### config.mk
export PLATFORM = sky130hd
export DESIGN_NAME = flip_flop_fifo_with_thresholds
export DESIGN_NICKNAME = d
export VERILOG_FILES = /design/src/rtl/flip_flop_fifo_with_thresholds.sv
export SDC_FILE = /design/constraint.sdc
export NUM_CORES = 1
export LEC_CHECK = 0
export BUFFER_PORTS_ARGS = -buffer_cell sky130_fd_sc_hd__buf_2
export CORE_ASPECT_RATIO = 1.1
export CORE_MARGIN = 3
export CORE_UTILIZATION = 56
export DETAILED_ROUTE_END_ITERATION = 10
export PLACE_DENSITY_LB_ADDON = 0.05
export SLEW_MARGIN = 10
export SYNTH_ARGS = -nofsm -noshare
export SYNTH_HDL_FRONTEND = slang
export SYNTH_SLANG_ARGS = --single-unit
### constraint.sdc
create_clock -name clk -period 3.3 [get_ports clk]
set_input_delay 0.495 -clock clk [delete_from_list [all_inputs] [get_ports clk]]
set_output_delay 0.495 -clock clk [all_outputs]
set_load 0.01 [all_outputs]
### src/rtl/flip_flop_fifo_with_thresholds.sv
// flip_flop_fifo_with_thresholds
// Register-array FIFO for any depth (not only powers of two), with an explicit
// fill level, programmable almost-full/almost-empty thresholds, and a push
// into a full FIFO accepted when a pop happens in the same cycle.
// Optional feature macro: FLIP_FLOP_FIFO_ERROR_FLAGS_EN enables the sticky
// overflow/underflow registers. When it is undefined, both ports are tied to 0.
module flip_flop_fifo_with_thresholds #(
  parameter int width              = 8,
  parameter int depth              = 5,
  parameter int almost_full_level  = depth - 1,
  parameter int almost_empty_level = 1,
  parameter int w_level            = $clog2(depth + 1)
) (
  input  logic               clk,
  input  logic               rst,
  input  logic               push,
  input  logic [width-1:0]   write_data,
  input  logic               pop,
  output logic [width-1:0]   read_data,
  output logic               empty,
  output logic               full,
  output logic               almost_empty,
  output logic               almost_full,
  output logic [w_level-1:0] level,
  output logic               overflow,
  output logic               underflow
);

  localparam int PW = (depth > 1) ? $clog2(depth) : 1;
  localparam logic [PW-1:0]      PTR_LAST = PW'(depth - 1);
  localparam logic [w_level-1:0] LVL_FULL = w_level'(depth);
  localparam logic [w_level-1:0] LVL_AF   = w_level'(almost_full_level);
  localparam logic [w_level-1:0] LVL_AE   = w_level'(almost_empty_level);

  logic [width-1:0]   mem_q [depth];
  logic [PW-1:0]      wr_ptr_q, wr_ptr_d;
  logic [PW-1:0]      rd_ptr_q, rd_ptr_d;
  logic [w_level-1:0] level_q, level_d;
  logic               pop_acc, push_acc;

  // Status decodes only from registered level, never from push/pop.
  assign empty        = (level_q == '0);
  assign full         = (level_q == LVL_FULL);
  assign almost_empty = (level_q <= LVL_AE);
  assign almost_full  = (level_q >= LVL_AF);
  assign level        = level_q;
  assign read_data    = mem_q[rd_ptr_q];

  // A pop frees a slot, so a push into a full FIFO is fine in the same cycle.
  assign pop_acc  = pop & ~empty;
  assign push_acc = push & (~full | pop_acc);

  // Next-state for pointers (wrap at depth-1) and level.
  always_comb begin
    wr_ptr_d = wr_ptr_q;
    rd_ptr_d = rd_ptr_q;
    level_d  = level_q;
    if (push_acc) wr_ptr_d = (wr_ptr_q == PTR_LAST) ? '0 : wr_ptr_q + PW'(1);
    if (pop_acc)  rd_ptr_d = (rd_ptr_q == PTR_LAST) ? '0 : rd_ptr_q + PW'(1);
    if (push_acc && !pop_acc)      level_d = level_q + w_level'(1);
    else if (pop_acc && !push_acc) level_d = level_q - w_level'(1);
  end

  // Pointer and level registers; reset discards content and ignores push/pop.
  always_ff @(posedge clk) begin
    if (rst) begin
      wr_ptr_q <= '0;
      rd_ptr_q <= '0;
      level_q  <= '0;
    end else begin
      wr_ptr_q <= wr_ptr_d;
      rd_ptr_q <= rd_ptr_d;
      level_q  <= level_d;
    end
  end

  // Storage: one write-enabled register per entry, deliberately not reset.
  for (genvar g = 0; g < depth; g++) begin : g_entry
    // Capture write_data when this entry is the accepted push target.
    always_ff @(posedge clk) begin
      if (!rst && push_acc && (wr_ptr_q == PW'(g))) mem_q[g] <= write_data;
    end
  end

`ifdef FLIP_FLOP_FIFO_ERROR_FLAGS_EN
  logic overflow_q, underflow_q;

  // Sticky error flags; only reset clears them.
  always_ff @(posedge clk) begin
    if (rst) begin
      overflow_q  <= 1'b0;
      underflow_q <= 1'b0;
    end else begin
      if (push & full & ~pop) overflow_q  <= 1'b1;
      if (pop & empty)        underflow_q <= 1'b1;
    end
  end

  assign overflow  = overflow_q;
  assign underflow = underflow_q;
`else
  assign overflow  = 1'b0;
  assign underflow = 1'b0;
`endif

endmodule

==> results of run 1 <==
## worst reg2reg max path, stage by stage (launching register included)
cell and delay (ps):
dfxtp_1 350, inv_1 120, ha_1 220, nand3b_1 150, nand2_1 210, inv_1 60
ha_1 340, or3_1 360, a21oi_1 140
## flip-flops by register name (all words and copies together) (netlist names), named ones only
| name | cells |
|---|---|
| wr_ptr_q | 3 |
| rd_ptr_q | 3 |
| level | 3 |
| mem_q | 40 |
## power by group
| group | leakage (nW) | total, mW | internal (mW) | switching, mW |
|---|---|---|---|---|
| sequential | 0.461 | 0.811 | 0.749 | 0.0624 |
| combinational | 0.410 | 0.415 | 0.209 | 0.206 |
| clock | 0.0548 | 0.434 | 0.228 | 0.206 |
## final cells by class
cell class                      instances  share of cell area [%]
Clock buffer                            5                   2.739
Inverter                               11                   1.643
Clock inverter                          3                   1.843
Tap cell                               50                   2.490
Sequential cell                        52                   57.37
Timing Repair Buffer                   31                   6.673
Multi-Input combinational cell         73                   27.24
## through the flow
stage,instance area (um^2),worst slack [ps],std cells
3_5_place_dp,2397,1142,217
2_1_floorplan,2208,928.7,143
6_report,2512,853.6,225
5_1_grt,2512,723.7,225
4_1_cts,2512,801.5,225
3_3_place_gp,2397,1146,217
## per-layer routing
metal  vias up  wire length (um)
li1        592                 -
met1       576              1474
met2        39              1868
met3         6               152
met4         0                53
met5         -                 0
## Yosys cell counts (3+ instances only)
cell      count  area (um^2)
clkbuf_1      3        11.26
nand2_1       3        11.26
a21oi_1       8        40.04
o21ai_0       7        35.03
nor4b_1       3        26.28
inv_1        11        41.29
nor2_1        3        11.26
mux2_2        8        90.09
dfxtp_1      12        240.2
ha_1         12        150.1
nor3_1        3        15.01
mux4_2        8        180.2
edfxtp_1     40         1201
## kinds of logic (layout without fill, tap and decap cells)
group	Yosys count	in the layout	synth area share [%]
adder cells (fa/ha/maj)	12	12	6.810
AND/OR/NAND/NOR	23	23	6.244
XOR/XNOR	2	2	0.7947
other	1	2	0.1701
multiplexers	18	18	13.17
flip-flops	52	52	65.38
AO/OA/AOI/OAI	16	16	3.689
buffers and inverters	18	50	3.745
## how the worst max path moves through the flow
stage,from,end,slack (ps),cells after the start
2_1_floorplan,level[1],mem_q[1][0],930,5
3_3_place_gp,flip-flop,read_data[6],1150,3
3_5_place_dp,flip-flop,read_data[1],1140,3
4_1_cts,flip-flop,read_data[1],800,3
5_1_grt,flip-flop,read_data[6],720,3
6_report,flip-flop,read_data[4],850,3
==> results by group, run 1 <==
Floorplan
  • Core area: 3712 um^2
  • Starting Density: 59.39%
  • Row count: 23
  • Die Ht: 71.81 um
  • Chip width: 65.83 um
  • I/O pin cnt: 29
  • Die ar.: 4727 um^2

GRT
  • Grt ovf: 0
  • Routing usage on met1: 19.87%
  • Vias in the first global route: 1271
  • GRT busiest layer: met2
  • Initial antenna violation count: 0
  • Met2 global-route usage: 29.40%
  • Pin count of the biggest net entering global routing: 18
  • Overall routing resource usage: 17.13%
  • First-pass GRT wire length: 5.851 mm
  • Routing usage on met3: 4.389%

Worst hold path
  • Hold Path Depth: 1
  • Min-delay src: write_data[5]
  • Hold EP: mem_q[1][5]
  • Worst min path class: in -> reg

Drt
  • Via count: 1213
  • Initial DRT Pass Iterations: 4
  • DRT antenna net count: 0
  • DR iter-0 viols: 104
  • # DRC: 0
  • Total Routed Length: 3.548 mm
  • Via density: 5.391
  • WL per Instance: 15.77 um

Clock network
  • Count of hold-fix buffers inserted at cts: 0
  • H-tree depth: 2
  • Post-CTS Setup Repair Bufs: 0
  • Cts repair resizes: 0
  • Num CTS Buffers: 5
  • Clock sinks: 52
  • CTS tree: built
  • Clock buffer depth: 2
  • Clk slew on worst S/H paths: 90 ps
  • Clk root buf: clkbuf_8
  • Later-pin clock latency in the skew report: 300 ps

STA
  • Worst-Margin Slew: 542.5 ps
  • Final hold vios: 0
  • Slew headroom: 63.79%
  • Slew Viols, Final: 0
  • Setup TNS Final: 0 ps
  • Final hold slack: 414.3 ps
  • Final Skew: 7.024 ps
  • Min Tclk post-route: 2446 ps
  • RSZ-0062 raised after global routing: no
  • Period utilization: 74.13%
  • Final setup fails: 0
  • Fmax: 0.4088 GHz

Logic synthesis
  • Post-synth ARST share: 0%
  • Yosys Warn Count: 0
  • Seq/Total Area, Yosys: 65.38%
  • Unique masters post-synth: 30
  • Seq cells post-synth: 52
  • Top_reg_cell synth: edfxtp_1
  • Syn avg cell area: 15.53 um^2
  • Cells after Synth: 142
  • Post-synthesis cell area: 2205 um^2
  • Post-synth EDFFs: 40

Flow run
  • Total of max-cap violations: 0

Worst setup path
  • CP max FO: 8
  • CP bufs+invs: 1
  • Crit-path leading delay family: multiplexers
  • Setup CP Type: reg -> out
  • Reg-to-reg critical path startpoint: level[1]
  • Worst R2R Setup Slack: 1290 ps
  • CP Data Required Time: 2800 ps
  • CP endpoint kind: output port
  • Worst r2r path cells: 8
  • RR Endpoint: level[2]
  • Setup crit start kind: flip-flop
  • Crit-path cells: mux4_2 > mux2_2 > buf_2
  • Slowest cell delay on critical path: 670 ps
  • Slowest CP cell: dfxtp_1
  • Critical Path AT: 1950 ps

Final layout
  • Area taken by multi-input logic gates: 684.4 um^2
  • Fill count: 264
  • Final core occ: 67.68%
  • Commonest non-fill, non-tap cells in the layout: edfxtp_1, buf_2, ha_1, dfxtp_1, inv_1
  • Commonest non-fill, non-tap cell in the layout: edfxtp_1
  • Area grow syn2layout: 13.96%
  • Fin nets: 198
  • Register area: 1441 um^2
  • Inserted Diodes: 0
  • Layout cells sized above 1: 31.43%

Placement
  • Post-DP HPWL: 2.517 mm
  • Routability congestion estimate: 0.8103
  • Number of port buffers: 26

Outcome
  • Status: finished clean

Pwr
  • Power density cells: 660.8 nW/um^2
  • Lkg Pwr: 0.9249 nW
  • Power, Total: 1.660 mW
  • Max VDD drop: 0.4283 mV
No activity file was read; power rests on OpenSTA's default activity.
==> inputs of run 2 (changes only) <==
--- a/config.mk
+++ b/config.mk
@@ -5,10 +5,11 @@
 export SDC_FILE = /design/constraint.sdc
 export NUM_CORES = 1
 export LEC_CHECK = 0
+export ABC_AREA = 1
 export BUFFER_PORTS_ARGS = -buffer_cell sky130_fd_sc_hd__buf_2
 export CORE_ASPECT_RATIO = 1.1
 export CORE_MARGIN = 3
-export CORE_UTILIZATION = 56
+export CORE_UTILIZATION = 58
 export DETAILED_ROUTE_END_ITERATION = 10
 export PLACE_DENSITY_LB_ADDON = 0.05
 export SLEW_MARGIN = 10
==> constraint.sdc (replaced) <==
create_clock -name clk -period 2.3 [get_ports clk]
set_input_delay 0.345 -clock clk [delete_from_list [all_inputs] [get_ports clk]]
set_output_delay 0.345 -clock clk [all_outputs]
set_load 0.01 [all_outputs]
==> results by group, run 2 <==
Clock network
  • Post-CTS Setup Repair Bufs: 0 (unchanged)
  • CTS tree: built
  • Count of hold-fix buffers inserted at cts: 0 (unchanged)
  • Cts repair resizes: 0 (unchanged)
  • Clock buffer depth: 2 (unchanged)
  • Clk root buf: clkbuf_8
  • H-tree depth: 2 (unchanged)
  • Num CTS Buffers: 5 (unchanged)
  • Clock sinks: 52 (unchanged)
  • Later-pin clock latency in the skew report: 290 ps (about the same)
  • Clk slew on worst S/H paths: 90 ps (about the same)

Floorplan
  • Die ar.: 5189 um^2 (+9.8%)
  • Die Ht: 75.25 um (+4.8%)
  • Core area: 4084 um^2 (+10%)
  • Chip width: 68.96 um (+4.8%)
  • Starting Density: 61.92% (+2.5 points)
  • I/O pin cnt: 29 (unchanged)
  • Row count: 24 (+4.3%)

Logic synthesis
  • Post-synth EDFFs: 40 (unchanged)
  • Leading area contributor after synthesis: edfxtp_1
  • Unique masters post-synth: 26 (-13%)
  • Post-synthesis cell area: 2529 um^2 (+15%)
  • Top cells by count, synth: nand2_1, inv_1, edfxtp_1
  • Seq/Total Area, Yosys: 57.00% (-8.4 points)
  • Count leader, synth: nand2_1
  • Yosys Warn Count: 0 (unchanged)
  • Seq cells post-synth: 52 (unchanged)
  • Post-synth ARST share: 0% (unchanged)
  • Top_reg_cell synth: edfxtp_1
  • Dominant cells by area after synthesis: edfxtp_1, nand2_1, dfxtp_1
  • Cells after Synth: 269 (+89%)
  • Synth top area share: 47.50% (-7.0 points)
  • Syn avg cell area: 9.400 um^2 (-39%)

Pwr
  • Power density cells: 947.0 nW/um^2 (+43%)
  • Power, Total: 2.639 mW (+59%)
  • Lkg Pwr: 1.332 nW (+44%)
  • Max VDD drop: 0.7275 mV (+70%)

Placement
  • Post-DP HPWL: 3.610 mm (+43%)
  • Number of port buffers: 26 (unchanged)
  • Worst slack at placement: 514.1 ps (-628.0 ps)
  • Routability congestion estimate: 0.8393 (+3.6%)

STA
  • Min Tclk post-route: 2011 ps
  • Final hold vios: 0 (unchanged)
  • Worst-Margin Slew: 535.0 ps (-7.435 ps)
  • Fmax: 0.4973 GHz
  • Slew Viols, Final: 0 (unchanged)
  • Final setup fails: 0 (unchanged)
  • Post-route setup slack: 289.1 ps (-564.5 ps)
  • Period utilization: 87.43%
  • Setup TNS Final: 0 ps (unchanged)
  • Slew headroom: 64.28% (+0.50 points)
  • RSZ-0062 raised after global routing: no
  • Final Skew: 6.801 ps (-0.2228 ps)

Worst setup path
  • CP endpoint kind: output port
  • CP max FO: 11 (+3)
  • CP Data Required Time: 1960 ps (-840 ps)
  • Reg-to-reg critical path startpoint: level[1]
  • Worst R2R Setup Slack: 530 ps (-760 ps)
  • Critical Path AT: 1670 ps (-280 ps)
  • Setup CP Type: reg -> out
  • Setup crit start kind: flip-flop

Drt
  • DRT antenna net count: 0 (unchanged)
  • WL per Instance: 13.83 um (-12%)
  • Total Routed Length: 4.825 mm (+36%)
  • Via density: 4.814 (-11%)
  • # DRC: 0 (unchanged)
  • Via count: 1680 (+38%)
  • DR iter-0 viols: 86 (-17%)
  • Initial DRT Pass Iterations: 4 (unchanged)

Worst hold path
  • Worst min path class: in -> reg
  • Min-delay src: write_data[0]

Final layout
  • Register area: 1441 um^2 (unchanged)
  • Largest Register: mem_q
  • Final core occ: 68.23% (+0.55 points)
  • Commonest non-fill, non-tap cell in the layout: nand2_1
  • Fin nets: 320 (+62%)
  • Layout cells sized above 1: 20.54% (-11 points)
  • Area taken by multi-input logic gates: 790.8 um^2 (+16%)
  • Area grow syn2layout: 10.19%
  • Max reg flops: 40 (unchanged)
  • Fill count: 340 (+29%)
  • Commonest non-fill, non-tap cells in the layout: nand2_1, inv_1, edfxtp_1, buf_2, nand3_1
  • Inserted Diodes: 0 (unchanged)

Flow run
  • Total of max-cap violations: 0 (unchanged)

GRT
  • Vias in the first global route: 1573 (+24%)
  • Overall routing resource usage: 20.78% (+3.7 points)
  • First-pass GRT wire length: 7.493 mm (+28%)
  • Grt ovf: 0 (unchanged)
  • Pin count of the biggest net entering global routing: 17 (-1)
  • Initial antenna violation count: 0 (unchanged)

Outcome
  • Status: finished clean
-- run 2: logic make-up (layout without fill, tap and decap cells) --
kind of cell | after synthesis | in the layout | share of synthesized area (%)
XOR/XNOR | 1 | 1 | 0.3464
flip-flops | 52 | 52 | 57.00
buffers and inverters | 68 | 95 | 11.87
adder cells (fa/ha/maj) | 12 | 12 | 5.937
other | 1 | 2 | 0.1483
AO/OA/AOI/OAI | 8 | 8 | 1.583
AND/OR/NAND/NOR | 127 | 127 | 23.11
-- run 2: worst paths after layout --
| kind | endpoint | depth (start not counted) |
|---|---|---|
| max | read_data[7] | 7 |
| min | mem_q[4][0] | 1 |
| max reg2reg | mem_q[4][2] | 7 |
| min reg2reg | wr_ptr_q[2] | 2 |
-- run 2: per-stage QoR --
step | std cells | hold WS (ps) | instance area [um^2]
after detailed placement | 341 | 487.1 | 2665
after floorplan | 270 | 443.9 | 2532
final | 349 | 307.7 | 2786
after global routing | 349 | 293.0 | 2786
after global placement | 341 | 491.5 | 2665
after CTS | 349 | 298.4 | 2786
-- run 2: report_power, final --
| part | switching [mW] | total (mW) | internal, mW |
|---|---|---|---|
| sequential | 0.0941 | 1.18 | 1.08 |
| clock | 0.285 | 0.640 | 0.356 |
| combinational | 0.503 | 0.823 | 0.321 |
| total | 0.881 | 2.64 | 1.76 |
-- run 2: cell type report --
type                    count  area share, %
well taps                  52          2.335
clock inverters             2          1.392
flip-flops and latches     52          51.73
inverters                  60          8.262
multi-input cells         150          28.38
repair buffers             27          4.939
clock buffers               6          2.964
-- run 2: worst max-delay path: stages (launching register included) --
cell and delay (ps):
dfxtp_1 660, buf_4 240, nand2_1 60, nand3_1 90, nand2_1 60, nand2_1 80, nand2_1 50, buf_2 130
-- run 2: layer usage --
metal	global-route usage (%)	up-vias	part of all wire, %
met5	0	-	0
met4	8.874	0	1.9
met3	4.179	9	3.6
met2	37.18	31	52
met1	23.89	764	42
li1	-	876	-
==> inputs of run 3 (changes only) <==
--- a/config.mk
+++ b/config.mk
@@ -7,9 +7,11 @@
 export LEC_CHECK = 0
 export ABC_AREA = 1
 export BUFFER_PORTS_ARGS = -buffer_cell sky130_fd_sc_hd__buf_2
+export CELL_PAD_IN_SITES_DETAIL_PLACEMENT = 1
+export CELL_PAD_IN_SITES_GLOBAL_PLACEMENT = 1
 export CORE_ASPECT_RATIO = 1.1
-export CORE_MARGIN = 3
-export CORE_UTILIZATION = 58
+export CORE_MARGIN = 2
+export CORE_UTILIZATION = 44
 export DETAILED_ROUTE_END_ITERATION = 10
 export PLACE_DENSITY_LB_ADDON = 0.05
 export SLEW_MARGIN = 10
==> results by group, run 3 (synthesis results as in run 2) <==
Clock network
  • Later-pin clock latency in the skew report: 300 ps (about the same)
  • Num CTS Buffers: 5 (unchanged)
  • Post-CTS Setup Repair Bufs: 0 (unchanged)
  • Clk root buf: clkbuf_8
  • Clk slew on worst S/H paths: 90 ps (about the same)
  • Cts repair resizes: 0 (unchanged)
  • Clock sinks: 52 (unchanged)
  • Clock buffer depth: 2 (unchanged)
  • Count of hold-fix buffers inserted at cts: 0 (unchanged)
  • CTS tree: built
  • H-tree depth: 2 (unchanged)

Drt
  • # DRC: 0 (unchanged)
  • DR iter-0 viols: 140 (+63%)
  • Total Routed Length: 5.476 mm (+13%)
  • DRT antenna net count: 0 (unchanged)
  • Via density: 4.551 (-5.5%)
  • Via count: 1693 (+0.77%)
  • WL per Instance: 14.72 um (+6.5%)
  • Initial DRT Pass Iterations: 4 (unchanged)

Placement
  • Routability congestion estimate: 0.7520 (-10%)
  • Post-DP HPWL: 4.268 mm (+18%)
  • Number of port buffers: 26 (unchanged)
  • Placed insts: 364 (+6.7%)

Worst hold path
  • Min-delay src: write_data[3]
  • Hold EP: mem_q[2][3]
  • Hold Path Depth: 1 (unchanged)
  • Worst min path class: in -> reg

Floorplan
  • Row count: 28 (+17%)
  • I/O pin cnt: 29 (unchanged)
  • Die Ht: 83.51 um (+11%)
  • Core area: 5465 um^2 (+34%)
  • Chip width: 76.28 um (+11%)
  • Die ar.: 6370 um^2 (+23%)
  • Starting Density: 46.27% (-16 points)

Worst setup path
  • Setup CP Type: reg -> out
  • Critical Path AT: 1610 ps (-60 ps)
  • Worst r2r path cells: 7 (unchanged)
  • Setup crit start kind: flip-flop
  • Worst R2R Setup Slack: 500 ps (-30 ps)
  • CP Data Required Time: 1960 ps (about the same)
  • RR Endpoint: mem_q[0][3]
  • Reg-to-reg critical path startpoint: level[1]
  • CP endpoint kind: output port
  • CP max FO: 11 (unchanged)

Final layout
  • Fin nets: 320 (unchanged)
  • Fill count: 654 (+92%)
  • Non-filler instance count after layout: 372 (+6.6%)
  • Register area: 1441 um^2 (unchanged)
  • Area taken by multi-input logic gates: 790.8 um^2 (unchanged)
  • Commonest non-fill, non-tap cells in the layout: nand2_1, inv_1, edfxtp_1, buf_2, nand3_1
  • Layout cells sized above 1: 20.54% (unchanged)
  • Commonest non-fill, non-tap cell in the layout: nand2_1
  • Inserted Diodes: 0 (unchanged)
  • Area grow syn2layout: 10.19% (unchanged)
  • Max reg flops: 40 (unchanged)
  • Largest Register: mem_q

Pwr
  • Seq pwr share: 46.2% (+1.7 points)
  • Combinational share of power: 33.5% (+2.3 points)
  • Power density cells: 908.8 nW/um^2 (-4.0%)
  • Psw: 890.2 uW (+1.0%)
  • Max VDD drop: 0.4267 mV (-41%)
  • Switching share of power: 35.15% (+1.8 points)
  • Clock Power Share: 20.3% (-4.0 points)
  • Lkg Pwr: 1.322 nW (-0.78%)
  • P_int: 1.642 mW (-6.6%)

STA
  • Slew Viols, Final: 0 (unchanged)
  • Final hold vios: 0 (unchanged)
  • Final setup fails: 0 (unchanged)
  • Final Skew: 3.822 ps (-2.979 ps)
  • Setup TNS Final: 0 ps (unchanged)
  • Min Tclk post-route: 1954 ps (-56.87 ps)
  • Period utilization: 84.96% (-2.5 points)
  • RSZ-0062 raised after global routing: no
  • Fmax: 0.5118 GHz (+2.9%)
  • Final hold slack: 317.4 ps (+9.737 ps)

GRT
  • Overall routing resource usage: 17.96% (-2.8 points)
  • Grt ovf: 0 (unchanged)
  • Vias in the first global route: 1792 (+14%)
  • Pin count of the biggest net entering global routing: 17 (unchanged)
  • First-pass GRT wire length: 8.790 mm (+17%)
  • Initial antenna violation count: 0 (unchanged)

Flow run
  • Total of max-cap violations: 0 (unchanged)

Outcome
  • Status: finished clean
==> run 3: cell count changes in the layout (fill, tap and decap cells not counted) <==
cell	delta
clkinv_4	-1
clkinv_2	+2
bufinv_16	-1
==> run 3: layout make-up <==
type | count | share of cell area [%]
sequential | 52 | 51.73
multi-input combinational | 150 | 28.38
timing repair buffer | 27 | 4.939
clock inverter | 2 | 0.3592
clock buffer | 6 | 2.964
inverter | 60 | 8.262
tap | 75 | 3.368
==> run 3: worst max-delay path by stage <==
stage,end,slack [ps]
finish,read_data[7],350
global route,read_data[6],260
CTS,read_data[1],330
detailed placement,mem_q[0][2],470
global placement,mem_q[2][5],560
floorplan,mem_q[4][0],640
==> run 3: metrics by stage <==
step / worst slack (ps) / utilization, % / cell area [um^2] / power (mW)
floorplan: 644.9 / - / 2532 / 1.806
global placement: 558.5 / 49.29 / 2694 / 2.038
detailed placement: 470.8 / 49.29 / 2694 / 2.054
CTS: 331.3 / 50.98 / 2786 / 2.570
global route: 258.9 / 50.98 / 2786 / 2.724
finish: 346.0 / 50.98 / 2786 / 2.532
==> run 3: power by group through the flow <==
stage	Combinational (mW)	Clock, mW	Sequential [mW]
floorplan	0.652	0	1.15
global route	0.980	0.564	1.18
CTS	0.863	0.534	1.17
detailed placement	0.860	0	1.19
global placement	0.847	0	1.19
finish	0.849	0.515	1.17
==> run 3: worst max-delay path: stages, from the launching register on <==
cell and delay, ps:
dfxtp_1 560, buf_4 250, nand2_1 80, nand3_1 90, nand2_1 70, nand2_1 60
nand2_1 60, buf_2 130
==> run 3: layer usage <==
metal / routed length (um) / vias up / track usage, % / part of all wire [%]
li1: - / 874 / - / -
met1: 2486 / 779 / 21.69 / 45
met2: 2744 / 30 / 32.50 / 50
met3: 123 / 10 / 2.814 / 2.2
met4: 121 / 0 / 6.116 / 2.2
met5: 0 / - / 0 / 0
